--- src/rtl/cond_pkg.sv ---
// Shared condition codes, flag positions and group-mask helper for the
// conditional-execution unit and its users.
package cond_pkg;

    localparam logic [3:0] COND_EQ = 4'b0000;
    localparam logic [3:0] COND_NE = 4'b0001;
    localparam logic [3:0] COND_CS = 4'b0010;
    localparam logic [3:0] COND_CC = 4'b0011;
    localparam logic [3:0] COND_MI = 4'b0100;
    localparam logic [3:0] COND_PL = 4'b0101;
    localparam logic [3:0] COND_VS = 4'b0110;
    localparam logic [3:0] COND_VC = 4'b0111;
    localparam logic [3:0] COND_HI = 4'b1000;
    localparam logic [3:0] COND_LS = 4'b1001;
    localparam logic [3:0] COND_GE = 4'b1010;
    localparam logic [3:0] COND_LT = 4'b1011;
    localparam logic [3:0] COND_GT = 4'b1100;
    localparam logic [3:0] COND_LE = 4'b1101;
    localparam logic [3:0] COND_AL = 4'b1110;
    localparam logic [3:0] COND_NV = 4'b1111;

    // Flag bit index is FLAG_W - FLAG_x, so N sits at the MSB.
    localparam int FLAG_N = 1;
    localparam int FLAG_Z = 2;
    localparam int FLAG_C = 3;
    localparam int FLAG_V = 4;

    localparam int MASK_W = 32;

    function automatic logic [MASK_W-1:0] group_mask(int flag_w, int ngroups, int g);
        int gw;
        logic [MASK_W-1:0] m;
        gw = flag_w / ngroups;
        m  = '0;
        for (int i = 0; i < MASK_W; i++) begin
            if (i >= g * gw && i < (g + 1) * gw) m[i] = 1'b1;
        end
        return m;
    endfunction

endpackage

--- src/rtl/cond_unit_pipe_if.sv ---
// Decoder-side bundle for the conditional-execution unit: Execute-stage
// controls in, condition result, flags and Memory-stage strobes out.
interface cond_unit_pipe_if #(
    parameter int FLAG_W  = 4,
    parameter int NGROUPS = 2,
    parameter int SDEPTH  = 2
);
    localparam int DEPTH_W = $clog2(SDEPTH + 1);

    logic               ex_valid;
    logic               stall;
    logic               flush;
    logic [3:0]         cond;
    logic [NGROUPS-1:0] flag_w;
    logic [FLAG_W-1:0]  alu_flag;
    logic               pcs;
    logic               reg_w;
    logic               mem_w;
    logic               no_write;
    logic               exc_entry;
    logic               exc_return;
    logic               cond_ex;
    logic [FLAG_W-1:0]  flags;
    logic               pc_src_m;
    logic               reg_write_m;
    logic               mem_write_m;
    logic [DEPTH_W-1:0] stack_depth;
    logic               stack_err;

    modport master (
        output ex_valid, stall, flush, cond, flag_w, alu_flag, pcs, reg_w,
               mem_w, no_write, exc_entry, exc_return,
        input  cond_ex, flags, pc_src_m, reg_write_m, mem_write_m,
               stack_depth, stack_err
    );

    modport slave (
        input  ex_valid, stall, flush, cond, flag_w, alu_flag, pcs, reg_w,
               mem_w, no_write, exc_entry, exc_return,
        output cond_ex, flags, pc_src_m, reg_write_m, mem_write_m,
               stack_depth, stack_err
    );

endinterface

--- src/rtl/cond_eval.sv ---
// Pure combinational condition decoder: maps a 4-bit condition field and the
// NZCV flags to a pass/fail bit.
module cond_eval
    import cond_pkg::*;
#(
    parameter int FLAG_W = 4
) (
    input  logic [3:0]        cond,
    input  logic [FLAG_W-1:0] flags,
    output logic              cond_ex
);

    logic n, z, c, v;

    assign n = flags[FLAG_W-FLAG_N];
    assign z = flags[FLAG_W-FLAG_Z];
    assign c = flags[FLAG_W-FLAG_C];
    assign v = flags[FLAG_W-FLAG_V];

    always_comb begin
        cond_ex = 1'b0;
        case (cond)
            COND_EQ: cond_ex = z;
            COND_NE: cond_ex = !z;
            COND_CS: cond_ex = c;
            COND_CC: cond_ex = !c;
            COND_MI: cond_ex = n;
            COND_PL: cond_ex = !n;
            COND_VS: cond_ex = v;
            COND_VC: cond_ex = !v;
            COND_HI: cond_ex = c & !z;
            COND_LS: cond_ex = !c | z;
            COND_GE: cond_ex = (n == v);
            COND_LT: cond_ex = (n != v);
            COND_GT: cond_ex = !z & (n == v);
            COND_LE: cond_ex = z | (n != v);
            COND_AL: cond_ex = 1'b1;
            default: cond_ex = 1'b0;
        endcase
    end

endmodule

--- src/rtl/cond_unit_pipe.sv ---
// Conditional-execution unit: NZCV register with grouped write enables,
// E/M control register with stall/flush, and an exception flag save stack.
module cond_unit_pipe
    import cond_pkg::*;
#(
    parameter int FLAG_W  = 4,
    parameter int NGROUPS = 2,
    parameter int SDEPTH  = 2
) (
    input logic             clk,
    input logic             reset,
    cond_unit_pipe_if.slave bus
);

    localparam int DEPTH_W = $clog2(SDEPTH + 1);

    logic [FLAG_W-1:0]  flags_q;
    logic [DEPTH_W-1:0] depth_q;
    logic               err_q;
    logic               pc_src_q, reg_write_q, mem_write_q;
    logic [FLAG_W-1:0]  stack_mem [SDEPTH];

    logic               cond_ex;
    logic               live;
    logic [FLAG_W-1:0]  grp_mask [NGROUPS];
    logic [FLAG_W-1:0]  wr_mask;
    logic [FLAG_W-1:0]  top_entry;
    logic               conflict, push_req, pop_req, full, empty;

    cond_eval #(.FLAG_W(FLAG_W)) u_eval (
        .cond    (bus.cond),
        .flags   (flags_q),
        .cond_ex (cond_ex)
    );

    for (genvar g = 0; g < NGROUPS; g++) begin : g_grp
        localparam logic [MASK_W-1:0] GM = group_mask(FLAG_W, NGROUPS, g);
        assign grp_mask[g] = GM[FLAG_W-1:0];
    end

    always_comb begin
        wr_mask = '0;
        for (int g = 0; g < NGROUPS; g++) begin
            if (bus.flag_w[g]) wr_mask = wr_mask | grp_mask[g];
        end
    end

    always_comb begin
        top_entry = '0;
        for (int i = 0; i < SDEPTH; i++) begin
            if (int'(depth_q) - 1 == i) top_entry = stack_mem[i];
        end
    end

    // Exception entry kills the Execute instruction, so it never commits.
    assign live     = bus.ex_valid & !bus.flush & !bus.exc_entry & cond_ex;
    assign conflict = bus.exc_entry & bus.exc_return;
    assign push_req = bus.exc_entry & !bus.exc_return;
    assign pop_req  = bus.exc_return & !bus.exc_entry;
    assign full     = (depth_q == DEPTH_W'(SDEPTH));
    assign empty    = (depth_q == '0);

    always_ff @(posedge clk or posedge reset) begin
        if (reset) begin
            flags_q     <= '0;
            depth_q     <= '0;
            err_q       <= 1'b0;
            pc_src_q    <= 1'b0;
            reg_write_q <= 1'b0;
            mem_write_q <= 1'b0;
            for (int i = 0; i < SDEPTH; i++) stack_mem[i] <= '0;
        end else begin
            if (!bus.stall) begin
                pc_src_q    <= live & bus.pcs;
                reg_write_q <= live & bus.reg_w & !bus.no_write;
                mem_write_q <= live & bus.mem_w;
            end
            // Stack operations ignore stall; a pop outranks any ALU flag write.
            if (conflict) begin
                err_q <= 1'b1;
            end else if (push_req) begin
                if (full) begin
                    err_q <= 1'b1;
                end else begin
                    for (int i = 0; i < SDEPTH; i++) begin
                        if (i == int'(depth_q)) stack_mem[i] <= flags_q;
                    end
                    depth_q <= depth_q + 1'b1;
                end
            end else if (pop_req) begin
                if (empty) begin
                    err_q <= 1'b1;
                end else begin
                    flags_q <= top_entry;
                    depth_q <= depth_q - 1'b1;
                end
            end else if (live && !bus.stall) begin
                flags_q <= (flags_q & ~wr_mask) | (bus.alu_flag & wr_mask);
            end
        end
    end

    assign bus.cond_ex     = cond_ex;
    assign bus.flags       = flags_q;
    assign bus.pc_src_m    = pc_src_q;
    assign bus.reg_write_m = reg_write_q;
    assign bus.mem_write_m = mem_write_q;
    assign bus.stack_depth = depth_q;
    assign bus.stack_err   = err_q;

endmodule
--- src/flat_wrapper.sv ---
// flat-port wrapper written by rule: the top's interface ports become plain ports
module cond_unit_pipe_flat import cond_pkg::*;
#(
    parameter int FLAG_W  = 4,
    parameter int NGROUPS = 2,
    parameter int SDEPTH  = 2
)
  (clk, reset, bus_ex_valid, bus_stall, bus_flush, bus_cond, bus_flag_w, bus_alu_flag, bus_pcs, bus_reg_w, bus_mem_w, bus_no_write, bus_exc_entry, bus_exc_return, bus_cond_ex, bus_flags, bus_pc_src_m, bus_reg_write_m, bus_mem_write_m, bus_stack_depth, bus_stack_err);
  cond_unit_pipe_if #(.FLAG_W(FLAG_W), .NGROUPS(NGROUPS), .SDEPTH(SDEPTH)) bus_i ();
  input logic clk;
  input logic reset;
  input wire logic [$bits(bus_i.ex_valid)-1:0] bus_ex_valid;
  input wire logic [$bits(bus_i.stall)-1:0] bus_stall;
  input wire logic [$bits(bus_i.flush)-1:0] bus_flush;
  input wire logic [$bits(bus_i.cond)-1:0] bus_cond;
  input wire logic [$bits(bus_i.flag_w)-1:0] bus_flag_w;
  input wire logic [$bits(bus_i.alu_flag)-1:0] bus_alu_flag;
  input wire logic [$bits(bus_i.pcs)-1:0] bus_pcs;
  input wire logic [$bits(bus_i.reg_w)-1:0] bus_reg_w;
  input wire logic [$bits(bus_i.mem_w)-1:0] bus_mem_w;
  input wire logic [$bits(bus_i.no_write)-1:0] bus_no_write;
  input wire logic [$bits(bus_i.exc_entry)-1:0] bus_exc_entry;
  input wire logic [$bits(bus_i.exc_return)-1:0] bus_exc_return;
  output wire logic [$bits(bus_i.cond_ex)-1:0] bus_cond_ex;
  output wire logic [$bits(bus_i.flags)-1:0] bus_flags;
  output wire logic [$bits(bus_i.pc_src_m)-1:0] bus_pc_src_m;
  output wire logic [$bits(bus_i.reg_write_m)-1:0] bus_reg_write_m;
  output wire logic [$bits(bus_i.mem_write_m)-1:0] bus_mem_write_m;
  output wire logic [$bits(bus_i.stack_depth)-1:0] bus_stack_depth;
  output wire logic [$bits(bus_i.stack_err)-1:0] bus_stack_err;
  assign bus_i.ex_valid = bus_ex_valid;
  assign bus_i.stall = bus_stall;
  assign bus_i.flush = bus_flush;
  assign bus_i.cond = bus_cond;
  assign bus_i.flag_w = bus_flag_w;
  assign bus_i.alu_flag = bus_alu_flag;
  assign bus_i.pcs = bus_pcs;
  assign bus_i.reg_w = bus_reg_w;
  assign bus_i.mem_w = bus_mem_w;
  assign bus_i.no_write = bus_no_write;
  assign bus_i.exc_entry = bus_exc_entry;
  assign bus_i.exc_return = bus_exc_return;
  assign bus_cond_ex = bus_i.cond_ex;
  assign bus_flags = bus_i.flags;
  assign bus_pc_src_m = bus_i.pc_src_m;
  assign bus_reg_write_m = bus_i.reg_write_m;
  assign bus_mem_write_m = bus_i.mem_write_m;
  assign bus_stack_depth = bus_i.stack_depth;
  assign bus_stack_err = bus_i.stack_err;
  cond_unit_pipe #(.FLAG_W(FLAG_W), .NGROUPS(NGROUPS), .SDEPTH(SDEPTH)) u_core (.clk(clk), .reset(reset), .bus(bus_i));
endmodule
--- config.mk ---
export PLATFORM = sky130hd
export DESIGN_NAME = cond_unit_pipe_flat
export DESIGN_NICKNAME = d
export VERILOG_FILES = /design/src/rtl/cond_pkg.sv /design/src/rtl/cond_unit_pipe_if.sv /design/src/rtl/cond_eval.sv /design/src/rtl/cond_unit_pipe.sv /design/src/flat_wrapper.sv
export SDC_FILE = /design/constraint.sdc
export NUM_CORES = 1
export LEC_CHECK = 0
export CAP_MARGIN = 10
export CORE_ASPECT_RATIO = 1.2
export CORE_MARGIN = 2
export CORE_UTILIZATION = 47
export CTS_BUF_LIST = sky130_fd_sc_hd__clkbuf_8 sky130_fd_sc_hd__clkbuf_16
export DETAILED_ROUTE_END_ITERATION = 10
export DONT_BUFFER_PORTS = 1
export PLACE_DENSITY_LB_ADDON = 0.12
export SKIP_LAST_GASP = 1
export SLEW_MARGIN = 20
export SYNTH_ARGS = -nofsm -noshare
export SYNTH_HDL_FRONTEND = slang
export SYNTH_SLANG_ARGS = --single-unit
--- constraint.sdc ---
create_clock -name clk -period 2.45 [get_ports clk]
set_input_delay 0.6125 -clock clk [delete_from_list [all_inputs] [get_ports clk]]
set_output_delay 0.6125 -clock clk [all_outputs]
set_load 0.01 [all_outputs]
# Word level (Yosys, flattened, before mapping)
# Index checks and enable logic that the tools add are counted.
# classes
n_bitwise,21
div,0
n_eq_ne,23
reduce_logical,23
n_mul,0
n_shift,0
add_sub_neg,3
muxes,17
order_cmp,0
# op_table
cell,count
32-bit by 2-bit equality test with 1-bit output (second input constant),1
32-bit logical NOT,1
4-bit equality test (second input constant),7
4-bit 2-to-1 mux,6
4-bit by 3-bit equality test with 1-bit output (second input constant),4
4-bit AND reduction,4
1-bit case mux with 15 select lines,1
1-bit bitwise AND,12
2-bit 2-to-1 mux,5
1-bit logical NOT,9
4-bit bitwise AND,2
4-bit by 2-bit equality test with 1-bit output (second input constant),2
3-bit nonzero test,2
1-bit 2-to-1 mux,5
4-bit by 1-bit equality test with 1-bit output (second input constant),1
2-bit logical NOT,2
4-bit logical NOT,1
2-bit != test (second input constant),2
4-bit NOT,1
4-bit bitwise OR,1
2-bit nonzero test,2
3-bit by 2-bit != test with 1-bit output (second input constant),1
1-bit NOT,3
3-bit AND reduction,1
10 further kinds,11
# word_totals
wordCells,95
input_bits,21
mem_bits_ro,0
latch_bits,0
out_inout_bits,11
ram_bits,0
ff_bits,18
n_memories,0

# Logic depth before layout (Yosys ltp)
# Gate-level depths: netlist of the first run.
# depth
word_depth,7
ltp_mapped,7
ltp_nobuf,6

# Cells and area by module
# A second synthesis of the first run with hierarchy kept.
# hier_totals
cells_unflattened,112
hier_area_um2,1189.9
# by_module_without_submodules
mod,cells_per_inst,instances,seq_area_each_um2,area_per_inst_um2
cond_unit_pipe,84,1,450.4,996.0
cond_eval,28,1,0.0,193.9

# Least setup slack after synthesis of the first run
# Ideal clock, no wire load.
# synth_path
path_kind,input to register
startpoint,input bus_cond[2]
endpoint,register with a tool-made name
t_required_ns,2.322
n_path_buf,1
setup_slack_ns,0.401
setup_ns,0.128
stages,7
t_arrival_ns,1.922
path_cell_list,buf_6 -> mux2i_1 -> xor2_1 -> o21bai_1 -> a32o_2 -> a21oi_2 -> mux2_1
# synth_lines
element,line,rtl
start: declaration,flat_wrapper.sv:15,input wire logic [$bits(bus_i.cond)-1:0] bus_cond;

==> PnR_summary.wiki, run 1 <==
{| class="wikitable"
! Metric !! Value
|-
| Pin count of the biggest net entering global routing || 19
|-
| Per-cell via count in the routed design || 5.82
|-
| Crit path DAT || 1.63 ns
|-
| Total number of nets in the final design || 126
|-
| Crit path largest cell delay || 0.61 ns
|-
| Max Clock Skew || 0.00608 ns
|-
| Number of design-rule violations left by the first detailed-router iteration || 12
|-
| Synth warn || 0
|-
| Share of final-layout standard cells stronger than drive strength 1 || 18.4%
|-
| Number of placement rows || 19
|-
| Register bit count reported by yosys || 18
|-
| Cell count after synthesis || 108
|-
| Critical path class || reg -> out
|-
| Average cell area after synthesis || 10.1 um2
|-
| Vias in the first global route || 783
|-
| Outcome || complete, no violations
|-
| Max cap viols || 0
|-
| Peak Freq || 447 MHz
|-
| Clock power frac || 22.1%
|-
| Slowest cell on crit path || dfrtp_1
|-
| Hold buffer count at CTS || 0
|-
| Period utilisation layout || 91.4%
|-
| Vias after detailed routing || 780
|-
| Total routing resource utilization after global routing || 17.7%
|-
| Post-Syn Area || 1090 um2
|-
| PD cells || 838 nW/um2
|-
| Slew at the pin with the worst max-slew slack || 0.673 ns
|-
| Number of I/O pins || 32
|-
| Std-Cell Core Area || 2260 um2
|-
| Rel. slew slack || 55.1%
|-
| Setup fix buffers added after clock tree synthesis || 0
|-
| Cell breakdown of the critical path || nor2_1, a32oi_1, o2111ai_1, a32o_2
|-
| Most common cell after layout, fill and taps aside || dfrtp_1
|-
| Clock-pin transition on the worst setup and hold timing paths || 0.07 ns
|-
| Unique cell type count in the Yosys netlist || 38
|-
| Die X-Extent || 48.1 um
|-
| Clk Tree Root Cell || clkbuf_8
|-
| Element type at the critical path start || flop
|-
| Fin. Hold Viols || 0
|-
| Setup TNS after final layout || 0 ns
|-
| Maximum fanout encountered on the critical timing path || 11
|-
| Floorplan die height || 56.9 um
|-
| RSZ-0062 raised after global routing || no
|-
| Number of gates given a new drive strength after cts || 0
|-
| Growth of design area from synthesis to finish || 2.51%
|-
| Clock tree from TritonCTS || built
|-
| Initial Utilization || 48.5%
|-
| H-tree level count || 1
|-
| Net Switching || 0.000308 W
|-
| Final wirelength || 2.14 mm
|-
| Leading cell types in the layout, fill and taps excluded || dfrtp_1 (18), nor2_1 (10), mux2_2 (8)
|-
| Wire length of the first global-routing pass || 3.32 mm
|-
| Num CTS Buffers || 3
|-
| Crit. End Element || output port
|-
| Share of power burned in registers || 53.5%
|-
| Async set-or-reset flop fraction in the synthesized netlist || 100%
|-
| Shortest period the worst path allows || 2.24 ns
|-
| Worst path required time || 1.84 ns
|-
| Final Total Pwr || 0.000940 W
|-
| Floorplan die area || 2730 um2
|-
| Number of antenna violations at the first check in global routing || 0
|-
| Buffers from clock root to sink, at most || 2
|-
| DRC violations left || 0
|-
| Dominant synthesized flop cell || dfrtp_1
|-
| HPWL after detailed placement || 1.66 mm
|-
| Routed len/inst || 15.9 um
|-
| Clk sink count || 18
|-
| Post-synth EDFFs || 0
|-
| Clock network latency to the later pin of the worst-skew pair || 0.26 ns
|-
| Final max-slew violation count || 0
|-
| Grt total ovfl || 0
|-
| Residual antenna-violating net count after detailed routing || 0
|-
| Syn nets || 129
|-
| Setup-failing EPs final || 0
|-
| Hold crit path type || in -> async
|-
| Leakage power total || 0.467 nW
|-
| Routability-driven placement congestion ratio || 0.780
|-
| Proportion of power drawn by combinational gates || 24.4%
|-
| VDD IR-drop max || 0.000405 V
|-
| Number of diodes added for antenna fixing || 0
|-
| Router iterations before antenna repair || 4
|-
| IO buf count || 0
|-
| Switching power share of the total || 32.8%
|-
| Internal power || 0.000632 W
|-
| Part of the Yosys area used for sequential elements || 41.1%
|}
final timing paths:
kind                                startpoint                   endpoint  cells after the start  slack, ns
max                                       flop                bus_cond_ex                      4       0.21
min                                      reset     u_core.bus.reg_write_m                      1       0.33
max reg2reg                               flop                       flop                      6       0.45
min reg2reg                u_core.stack_mem[3]        u_core.stack_mem[3]                      1       0.51
max in group asynchronous                reset                  async pin                      1       1.68
min in group clk                bus_exc_return  u_core.bus.stack_depth[1]                      1       0.44
power groups by stage:
stage                     Combinational [W]  Clock, W  Sequential, W
after floorplan                    0.000253         0       0.000455
after global placement             0.000229         0       0.000506
after detailed placement           0.000234         0       0.000509
after CTS                          0.000235  0.000212       0.000503
after global routing               0.000261  0.000227       0.000523
final                              0.000230  0.000208       0.000503
per-stage QoR:
step | worst slack [ns] | hold slack [ns] | util (%) | area [um2] | cells
6_report | 0.212 | 0.334 | 49.7 | 1120 | 134
5_1_grt | 0.119 | 0.401 | 49.7 | 1120 | 134
4_1_cts | 0.203 | 0.372 | 49.7 | 1120 | 134
3_5_place_dp | 0.414 | 0.500 | 47.9 | 1080 | 131
3_3_place_gp | 0.468 | 0.490 | 47.9 | 1080 | 131
2_1_floorplan | 0.401 | 0.481 | - | 1090 | 108
cells in the mapped netlist (2+ instances only):
cell type,instances,area share (%)
dfrtp_1,18,41
nor2_1,10,3.4
mux2_2,8,8.2
nand2_1,6,2.1
o21ai_0,5,2.3
a21oi_1,4,1.8
a31oi_1,4,2.3
inv_1,4,1.4
nand2b_1,4,2.3
buf_2,3,1.4
mux2_1,3,3.1
a21oi_2,2,1.6
a221oi_1,2,1.6
a22o_1,2,1.6
a22oi_1,2,1.4
a32oi_1,2,1.6
buf_6,2,2.1
mux2i_1,2,1.8
nand3_1,2,0.91
nor2b_1,2,1.1
nor3_1,2,0.91
nor3b_2,2,2.3
xnor2_1,2,1.6
critical path: cells and delay by family, from the launching register on:
| family | cells | cell delay (ns) |
|---|---|---|
| AO/OA/AOI/OAI | 3 | 0.66 |
| flip-flops | 1 | 0.61 |
| AND/OR/NAND/NOR | 1 | 0.09 |
logic make-up after synthesis:
logic type,synth area share (%)
buf+inv,6.17
simple gates,17.7
compound gates,19.4
flops,41.1
mux,13.1
xor+xnor,2.40
layer usage:
layer  GRT usage [%]  share of wire (%)
met3            5.47                6.0
met4            9.27                2.2
met2            28.6                 51
met5               0                  0
met1            19.8                 41
area by class of cell:
| type | instances | area [um2] |
|---|---|---|
| fillers | 229 | 1140 |
| multi-input cells | 78 | 577 |
| flip-flops and latches | 18 | 450 |
| clock buffers | 3 | 41.3 |
| well taps | 31 | 38.8 |
| inverters | 4 | 15.0 |
Note: power is estimated with default switching activity, not from simulation.
==> run 2: changes to the inputs <==
--- a/config.mk
+++ b/config.mk
@@ -6,9 +6,11 @@
 export NUM_CORES = 1
 export LEC_CHECK = 0
 export CAP_MARGIN = 10
+export CELL_PAD_IN_SITES_DETAIL_PLACEMENT = 0
+export CELL_PAD_IN_SITES_GLOBAL_PLACEMENT = 2
 export CORE_ASPECT_RATIO = 1.2
 export CORE_MARGIN = 2
-export CORE_UTILIZATION = 47
+export CORE_UTILIZATION = 37
 export CTS_BUF_LIST = sky130_fd_sc_hd__clkbuf_8 sky130_fd_sc_hd__clkbuf_16
 export DETAILED_ROUTE_END_ITERATION = 10
 export DONT_BUFFER_PORTS = 1
==> run 2 against run 1 <==
  * Non-clock buffer count unchanged
  * Core utilization decreased by 9.6 points
  * Final area up 0.33%
  * Clock-buffer cell count stayed put
  * Routed wire length grew 15%
  * Critical path depth unchanged
  * Clock power decreased by 4%
  * Register-to-register slack worse by 0.02 ns
  * Sequential cell count is the same
  * Critical path type unchanged
==> PnR_summary.wiki, run 2 (synthesized netlist as in run 1, its figures left out) <==
{| class="wikitable"
! Metric !! Value
|-
| PnR worst setup slack || 0.205 ns
|-
| Number of antenna violations at the first check in global routing || 0
|-
| Total number of nets in the final design || 126
|-
| Pin count of the biggest net entering global routing || 19
|-
| Floorplan die height || 63.6 um
|-
| Most common cell after layout, fill and taps aside || dfrtp_1
|-
| Clock network latency to the later pin of the worst-skew pair || 0.25 ns
|-
| Cell breakdown of the critical path || xnor2_1, a22oi_2, xnor2_1, a32o_2
|-
| Die X-Extent || 53.7 um
|-
| Clk Tree Root Cell || clkbuf_8
|-
| Clock-pin transition on the worst setup and hold timing paths || 0.07 ns
|-
| Met1 wire length || 1.03 mm
|-
| Fin. Hold Viols || 0
|-
| Element type at the critical path start || flop
|-
| Final max-slew violation count || 0
|-
| Setup TNS after final layout || 0 ns
|-
| VDD IR-drop max || 0.000337 V
|-
| Slowest cell on crit path || dfrtp_1
|-
| Initial Utilization || 38.9%
|-
| Clk sink count || 18
|-
| Cell Count, Final, Fillers Out || 137
|-
| Hold buffer count at CTS || 0
|-
| Final-layout fill cell count || 288
|-
| Number of diodes added for antenna fixing || 0
|-
| Max Used Layer || met4
|-
| Number of design-rule violations left by the first detailed-router iteration || 18
|-
| Placement Setup Slack || 0.389 ns
|-
| Routed len/inst || 17.9 um
|-
| Number of I/O pins || 32
|-
| PD cells || 841 nW/um2
|-
| Grt total ovfl || 0
|-
| Setup-failing EPs final || 0
|-
| Max cap viols || 0
|-
| Length of routed met3 wiring || 166 um
|-
| Shortest period the worst path allows || 2.24 ns
|-
| Setup fix buffers added after clock tree synthesis || 0
|-
| Final wirelength || 2.45 mm
|-
| Most Frequent Cell on Critical Path || xnor2_1
|-
| Hold crit path type || in -> async
|-
| Final core area utilization || 40.1%
|-
| Crit path DAT || 1.63 ns
|-
| Share of final-layout standard cells stronger than drive strength 1 || 18.4%
|-
| Routability-driven placement congestion ratio || 0.697
|-
| Number of gates given a new drive strength after cts || 0
|-
| H-tree level count || 1
|-
| Number of placement rows || 21
|-
| Rel. slew slack || 52.9%
|-
| Number of cells in the design after placement || 134
|-
| HPWL after detailed placement || 1.90 mm
|-
| Period utilisation layout || 91.6%
|-
| Slew at the pin with the worst max-slew slack || 0.706 ns
|-
| Per-cell via count in the routed design || 5.88
|-
| Critical path class || reg -> out
|-
| Final Total Pwr || 0.000947 W
|-
| Residual antenna-violating net count after detailed routing || 0
|-
| Leakage power total || 0.467 nW
|-
| Clock tree from TritonCTS || built
|-
| Worst path required time || 1.84 ns
|-
| Peak Freq || 445 MHz
|-
| Std-Cell Core Area || 2810 um2
|-
| Outcome || complete, no violations
|-
| Routed met2 length || 1.22 mm
|-
| Maximum fanout encountered on the critical timing path || 11
|-
| Max Clock Skew || 0.00353 ns
|-
| Leading cell types in the layout, fill and taps excluded || dfrtp_1 (18), nor2_1 (10), mux2_2 (8)
|-
| Crit. End Element || output port
|-
| Total routing resource utilization after global routing || 16.2%
|-
| Crit path largest cell delay || 0.60 ns
|-
| RSZ-0062 raised after global routing || no
|-
| IO buf count || 0
|-
| Router iterations before antenna repair || 4
|-
| Growth of design area from synthesis to finish || 2.86%
|-
| Floorplan die area || 3410 um2
|-
| Vias after detailed routing || 806
|-
| Wire length of the first global-routing pass || 4.07 mm
|-
| Buffers from clock root to sink, at most || 2
|-
| DRC violations left || 0
|-
| Num CTS Buffers || 3
|-
| Vias in the first global route || 814
|}
## run 2: cell counts in the layout (fill, tap and decap cells not counted)
No cell type changed its count.
## run 2: metrics by stage
step           instance area, um2  hold WS (ns)
2_1_floorplan                1090         0.481
3_3_place_gp                 1080         0.490
3_5_place_dp                 1080         0.497
4_1_cts                      1130         0.381
5_1_grt                      1130         0.422
6_report                     1130         0.363
## run 2: cell type report
class                   count  area (um2)  share of cell area (%)
well taps                  34        42.5                    3.78
flip-flops and latches     18         450                    40.0
inverters                   4        15.0                    1.33
multi-input cells          78         577                    51.2
clock buffers               3        41.3                    3.67
## run 2: critical path, delay by kind of cell (launching register included)
kind	cells	cell delay, ns
xor gates and xnor gates	2	0.33
DFF	1	0.60
AOI/OAI and AO/OA	2	0.44
## run 2: worst paths after layout
kind | to | slack, ns | cells after the start
max in group asynchronous | u_core.stack_mem[3] | 1.64 | 1
min reg2reg | u_core.stack_mem[6] | 0.51 | 1
max | bus_cond_ex | 0.21 | 4
min | u_core.stack_mem[7] | 0.36 | 1
min in group clk | u_core.bus.stack_depth[1] | 0.45 | 1
max reg2reg | flop | 0.43 | 6
## run 2: where the power goes
group | total (W) | switching [W] | internal (W) | leakage, nW
clock | 0.000200 | 0.0000908 | 0.000109 | 0.0216
combinational | 0.000240 | 0.000106 | 0.000134 | 0.217
sequential | 0.000507 | 0.000118 | 0.000389 | 0.228
total | 0.000947 | 0.000315 | 0.000632 | 0.467
## run 2: per-layer routing
layer	vias to the layer above	global-route usage, %
met4	0	6.73
met5	-	0
li1	382	-
met1	389	21.2
met2	31	25.3
met3	4	3.55
